<file path="config.mk">
export PLATFORM = sky130hd
export DESIGN_NAME = switch_debounce_toggle
export DESIGN_NICKNAME = d
export VERILOG_FILES = /design/src/rtl/switch_debounce_toggle.sv
export SDC_FILE = /design/constraint.sdc
export NUM_CORES = 1
export LEC_CHECK = 0
export CORE_ASPECT_RATIO = 1.75
export CORE_UTILIZATION = 65
export CTS_CLUSTER_DIAMETER = 150
export DETAILED_ROUTE_END_ITERATION = 12
export PLACE_DENSITY_LB_ADDON = 0.3
export SYNTH_ARGS = -nofsm -noshare
export SYNTH_HDL_FRONTEND = slang
export SYNTH_SLANG_ARGS = --single-unit
</file>
<file path="constraint.sdc">
create_clock -name i_Clk -period 5.95 [get_ports i_Clk]
set_input_delay 0.8925 -clock i_Clk [delete_from_list [all_inputs] [get_ports i_Clk]]
set_output_delay 0.8925 -clock i_Clk [all_outputs]
set_load 0.005 [all_outputs]
</file>
<file path="src/rtl/switch_debounce_toggle.sv">
// switch_debounce_toggle: 4-channel switch synchronizer, debouncer and release-toggled LEDs.
// Define SWITCH_SYNC_EN to insert a two-flop synchronizer ahead of each debouncer.
module switch_debounce_toggle #(
  parameter int DEBOUNCE_LIMIT = 250000
) (
  input  logic       i_Clk,
  input  logic       i_Reset,
  input  logic [3:0] i_Switch,
  output logic [3:0] o_Switch_Clean,
  output logic [3:0] o_Release_Pulse,
  output logic [3:0] o_LED
);
  localparam int CW = DEBOUNCE_LIMIT > 1 ? $clog2(DEBOUNCE_LIMIT) : 1;
  localparam logic [CW-1:0] LIM1 = CW'(DEBOUNCE_LIMIT - 1);
  logic [3:0] sample;
  logic [3:0] clean_q, clean_d, pulse_q, led_q, rel;
  logic [CW-1:0] cnt_q [4];
  logic [CW-1:0] cnt_d [4];
`ifdef SWITCH_SYNC_EN
  logic [3:0] s1_q, s2_q;
  always_ff @(posedge i_Clk or posedge i_Reset)
    if (i_Reset) begin
      s1_q <= '0;
      s2_q <= '0;
    end else begin
      s1_q <= i_Switch;
      s2_q <= s1_q;
    end
  assign sample = s2_q;
`else
  assign sample = i_Switch;
`endif
  for (genvar n = 0; n < 4; n++) begin : g_ch
    logic diff, hit;
    always_comb begin
      diff = sample[n] != clean_q[n];
      hit = diff && cnt_q[n] == LIM1;
      cnt_d[n] = (diff && !hit) ? cnt_q[n] + 1'b1 : '0;
      clean_d[n] = hit ? sample[n] : clean_q[n];
    end
    always_ff @(posedge i_Clk or posedge i_Reset)
      if (i_Reset) cnt_q[n] <= '0;
      else cnt_q[n] <= cnt_d[n];
  end
  assign rel = clean_q & ~clean_d;
  always_ff @(posedge i_Clk or posedge i_Reset)
    if (i_Reset) begin
      clean_q <= '0;
      pulse_q <= '0;
      led_q <= '0;
    end else begin
      clean_q <= clean_d;
      pulse_q <= rel;
      led_q <= led_q ^ rel;
    end
  assign o_Switch_Clean = clean_q;
  assign o_Release_Pulse = pulse_q;
  assign o_LED = led_q;
endmodule

</file>
* After elaboration in Yosys (flattened, before gate mapping)
Cells that the tools add are included.
** Word-level totals
- Register bits :: 84
- Input port bits :: 6
- Output and inout bits :: 12
- Logic and storage cells :: 42
** Operators by class
- Add/subtract/negate cells :: 4
- Equality and inequality tests :: 8
- Muxes and demuxes :: 8
- Bitwise operators :: 3
- Reduce and logical (&&, ||, !) cells :: 12
** Operators with widths (count)
- $add 18x1->18 const B :: 4
- $eq 18x18->1 const B :: 4
- $mux 18 :: 4
- $logic_and 1x1->1 :: 8
- $and 4x4->4 :: 1
- $logic_not 1->1 :: 4
- $mux 1 :: 4
- $ne 1x1->1 :: 4
- $not 4->4 :: 1
- $xor 4x4->4 :: 1

* Logic depth before layout (Yosys ltp)
- Word-level depth :: 6
- Gate-level depth with buffers :: 6
- Mapped depth without buffers :: 5

* Worst setup path before layout
No wires, ideal clock.
- Kind :: flip-flop to flip-flop
- Start point :: reg cnt_q[54] (netlist name)
- End point :: reg cnt_q[63] (netlist name)
- Library setup time :: 0.121 ns
- Arrival :: 1.802 ns
- Required time :: 5.829 ns
- Slack :: 4.026 ns
- Cell stages (with the launch flop) :: 7
- Buffers on the path :: 1
- Clock period less this slack :: 1.924 ns
- Cells stage by stage :: dfrtp_1 ha_1 nand3_1 or4_4 o21ai_2 buf_2 nor2_1
** RTL lines
- start, declared :: RTL line 17 : logic [CW-1:0] cnt_q [4];
- start signal, assigned by index :: RTL line 43 : else cnt_q[n] <= cnt_d[n];

==> flow_metrics.py <==
metrics = {
    "global_route": {
        "top_usage_layer": "met2",
        "grt_max_degree": 85,
        "grt_pass1_wl_mm": 14.1,
        "use_met3_pct": 5.49,
        "grt_pass1_vias": 3254,
        "grt_use_total_pct": 26.7,
        "grt_antenna_before_repair": 0,
        "grt-ovfl-total": 0,
        "grt_util_met2_pct": 47.1,
        "use_met1_pct": 30.1,
    },
    "layout": {
        "diodes": 0,
        "drive_gt1_share_pct": 7.00,
        "num-nets-final": 448,
        "final_util_pct": 74.2,
        "fillCellCount": 440,
        "finalInstanceArea_sq_um": 4620,
        "area_delta_synth_final_pct": 9.91,
    },
    "worst_setup_path": {
        "worstPathRequired_ns": 6.15,
        "cp-startpoint": "cnt_q[0]$_DFF_PP0_",
        "path_cells": "ha_1 > and3_1 > nand4_1 > o21ai_1 > nor2_1",
        "cp.arrival_ns": 2.53,
        "crit_path_end_kind": "flip-flop",
        "cp_num_buf_inv": 0,
        "crit_end": "cnt_q[6]$_DFF_PP0_",
        "cp_num_cells": 5,
        "reg2reg_slack_ns": 3.62,
        "path_class": "flip-flop to flip-flop",
        "worstReg2RegStart": "cnt_q[0]$_DFF_PP0_",
        "path_max_fanout": 18,
        "start_kind": "flip-flop",
        "cpMaxStageDelayCell": "o21ai_1",
        "rr_worst_depth": 5,
        "max_stage_delay_ns": 0.97,
        "r2r-end": "cnt_q[6]$_DFF_PP0_",
        "crit_family": "compound AO/OA/AOI/OAI gates",
    },
    "route": {
        "drt_wl_total_mm": 8.03,
        "final_antenna_net_count": 0,
        "drcViolationCount": 0,
        "first_pass_iters": 4,
        "wl_per_cell_um": 15.4,
        "drt-initial-drc-count": 283,
        "vias": 3253,
        "via_per_inst": 6.22,
    },
    "hold_path": {
        "hp-class": "flip-flop to flip-flop",
    },
    "sta": {
        "rsz0062_at_grt": "false",
        "clock_skew_ns": 0.00863,
        "fmax_mhz": 429,
        "setup_viol": 0,
        "maxSlewHeadroom_pct": 18.1,
        "finalHoldViolCount": 0,
        "timing.setup.tns_ns": 0,
        "fin_ws_ns": 3.62,
        "slew_viol_final": 0,
        "max_slew.worst_pin.slew_ns": 1.22,
        "period_needed_ns": 2.33,
        "min_period_over_period_pct": 39.2,
    },
    "floorplan": {
        "die_h_um": 108,
        "core_sq_um": 6230,
        "die_x_um": 62.8,
        "initial_core_util_pct": 67.5,
        "rows": 38,
        "fp.dieArea_sq_um": 6800,
        "ios": 18,
    },
    "logic_synthesis": {
        "synth_cell_types": 39,
        "synth.most_common_cell": "dfrtp_1",
        "synth_edf_count": 0,
        "synth_top_area_share_pct": 50.0,
        "netlist_area_sq_um": 4200,
        "syn_area_per_cell_sq_um": 9.96,
        "synth_warnings": 0,
        "seq_area_frac_synth_pct": 50.0,
        "ys.flop_type": "dfrtp_1",
        "syn_inst": 422,
        "synth_largest_area_cell": "dfrtp_1",
        "ys_ff_latch": 84,
        "synth_top_cells_by_area": "dfrtp_1 (50%), xnor2_1 (7.9%), nor2_1 (7.2%), xor2_1 (5.8%), nand4_1 (4.2%)",
        "synth_nets": 432,
        "async_reset_ff_share_pct": 100,
        "synth_common_cells": "dfrtp_1 (84), nor2_1 (81), xnor2_1 (38)",
    },
    "clock_tree": {
        "clk_latency_ns": 0.36,
        "cts_tree": "yes",
        "clkSinkCount": 84,
        "cts_hold_buffers": 0,
        "h-tree-depth": 3,
        "post_cts_buffers": 0,
        "clkSlewWorstSetupHoldPaths_ns": 0.08,
        "root_buffer": "clkbuf_8",
        "cts_resized": 0,
        "clock_path_buffers": 2,
        "numCtsBuffers": 9,
    },
    "power": {
        "ir_worst_vdd_uv": 243,
        "p_per_area_nw_per_um2": 227,
        "p_leak_nw": 1.84,
    },
    "outcome": {
        "outcome": "finished, final reports clean",
    },
    "place": {
        "place_congestion": 0.849,
        "post-place-ws_ns": 3.46,
        "portBuffers": 17,
        "dp_hpwl_mm": 5.20,
        "place_area_sq_um": 4420,
    },
    "flow_run": {
        "cap_violations": 0,
    },
}
## worst min-delay path by stage
| stage | start | end | slack (ns) | cells past startpoint |
|---|---|---|---|---|
| floorplan | cnt_q[18]$_DFF_PP0_ | cnt_q[18]$_DFF_PP0_ | 0.46 | 1 |
| global placement | o_LED[0]$_DFF_PP0_ | o_LED[0]$_DFF_PP0_ | 0.46 | 1 |
| detailed placement | o_LED[2]$_DFF_PP0_ | o_LED[2]$_DFF_PP0_ | 0.46 | 1 |
| CTS | o_LED[2]$_DFF_PP0_ | o_LED[2]$_DFF_PP0_ | 0.47 | 1 |
| global route | o_LED[3]$_DFF_PP0_ | o_LED[3]$_DFF_PP0_ | 0.50 | 1 |
| finish | o_LED[2]$_DFF_PP0_ | o_LED[2]$_DFF_PP0_ | 0.47 | 1 |
## cells by family (layout without fill, tap and decap cells)
logic type,after synthesis,after routing,synth area share [%]
simple gates,226,226,29.0
flops,84,84,50.0
xor+xnor,66,66,13.8
buf+inv,22,43,2.35
compound gates,15,15,2.41
mux,5,5,1.31
fa+ha+maj,4,4,1.19
## cells in the final DEF (no fill, tap or decap), drive strengths merged, types with 3 or more instances in the layout
| cell | instances |
|---|---|
| clkdlybuf4s50 | 17 |
| inv | 8 |
| nor2 | 81 |
| xnor2 | 38 |
| and3 | 8 |
| nand3 | 28 |
| and4 | 7 |
| nand4 | 28 |
| or4 | 5 |
| clkbuf | 12 |
| clkinv | 3 |
| nor4 | 18 |
| dfrtp | 84 |
| a21oi | 5 |
| xor2 | 28 |
| mux2 | 4 |
| nor3 | 9 |
| ha | 4 |
| nor4b | 11 |
| nand2 | 18 |
| o21ai | 7 |
| or4b | 4 |
## power by group
part           switching (W)  leakage [nW]  internal (W)
Clock               0.000200         0.102      0.000216
Combinational      0.0000308         0.579     0.0000141
Sequential         0.0000115          1.16      0.000579
Total               0.000242          1.84      0.000809
## metrics by stage
step / instances / hold WS (ns) / total power, W
floorplan: 422 / 0.455 / 0.000633
global placement: 507 / 0.456 / 0.000646
detailed placement: 507 / 0.459 / 0.000648
CTS: 523 / 0.474 / 0.00106
global route: 523 / 0.500 / 0.00109
finish: 523 / 0.470 / 0.00105
## flip-flops by register name, indices dropped and copies added (netlist names)
register,cells
o_LED,4
o_Release_Pulse,4
cnt_q,72
o_Switch_Clean,4
## worst reg2reg max path: stages (launching register included)
cell	delay [ns]
dfrtp_1	0.43
ha_1	0.23
and3_1	0.24
nand4_1	0.16
o21ai_1	0.97
nor2_1	0.14
## final cells by class
class	instances	area (sq um)	area share [%]
clock buffers	12	155	3.36
inverters	9	35.0	0.758
well taps	80	100	2.17
multi-input cells	316	2000	43.3
clock inverters	4	47.5	1.03
repair buffers	18	178	3.85
flip-flops and latches	84	2100	45.5
## routing by layer
layer,routed length (um),share of wire [%],vias to the layer above
li1,-,-,1530
met1,3220,40,1614
met2,4320,54,92
met3,302,3.8,17
met4,187,2.3,0
met5,0,0,-
Power figures use the tool's default switching activity.
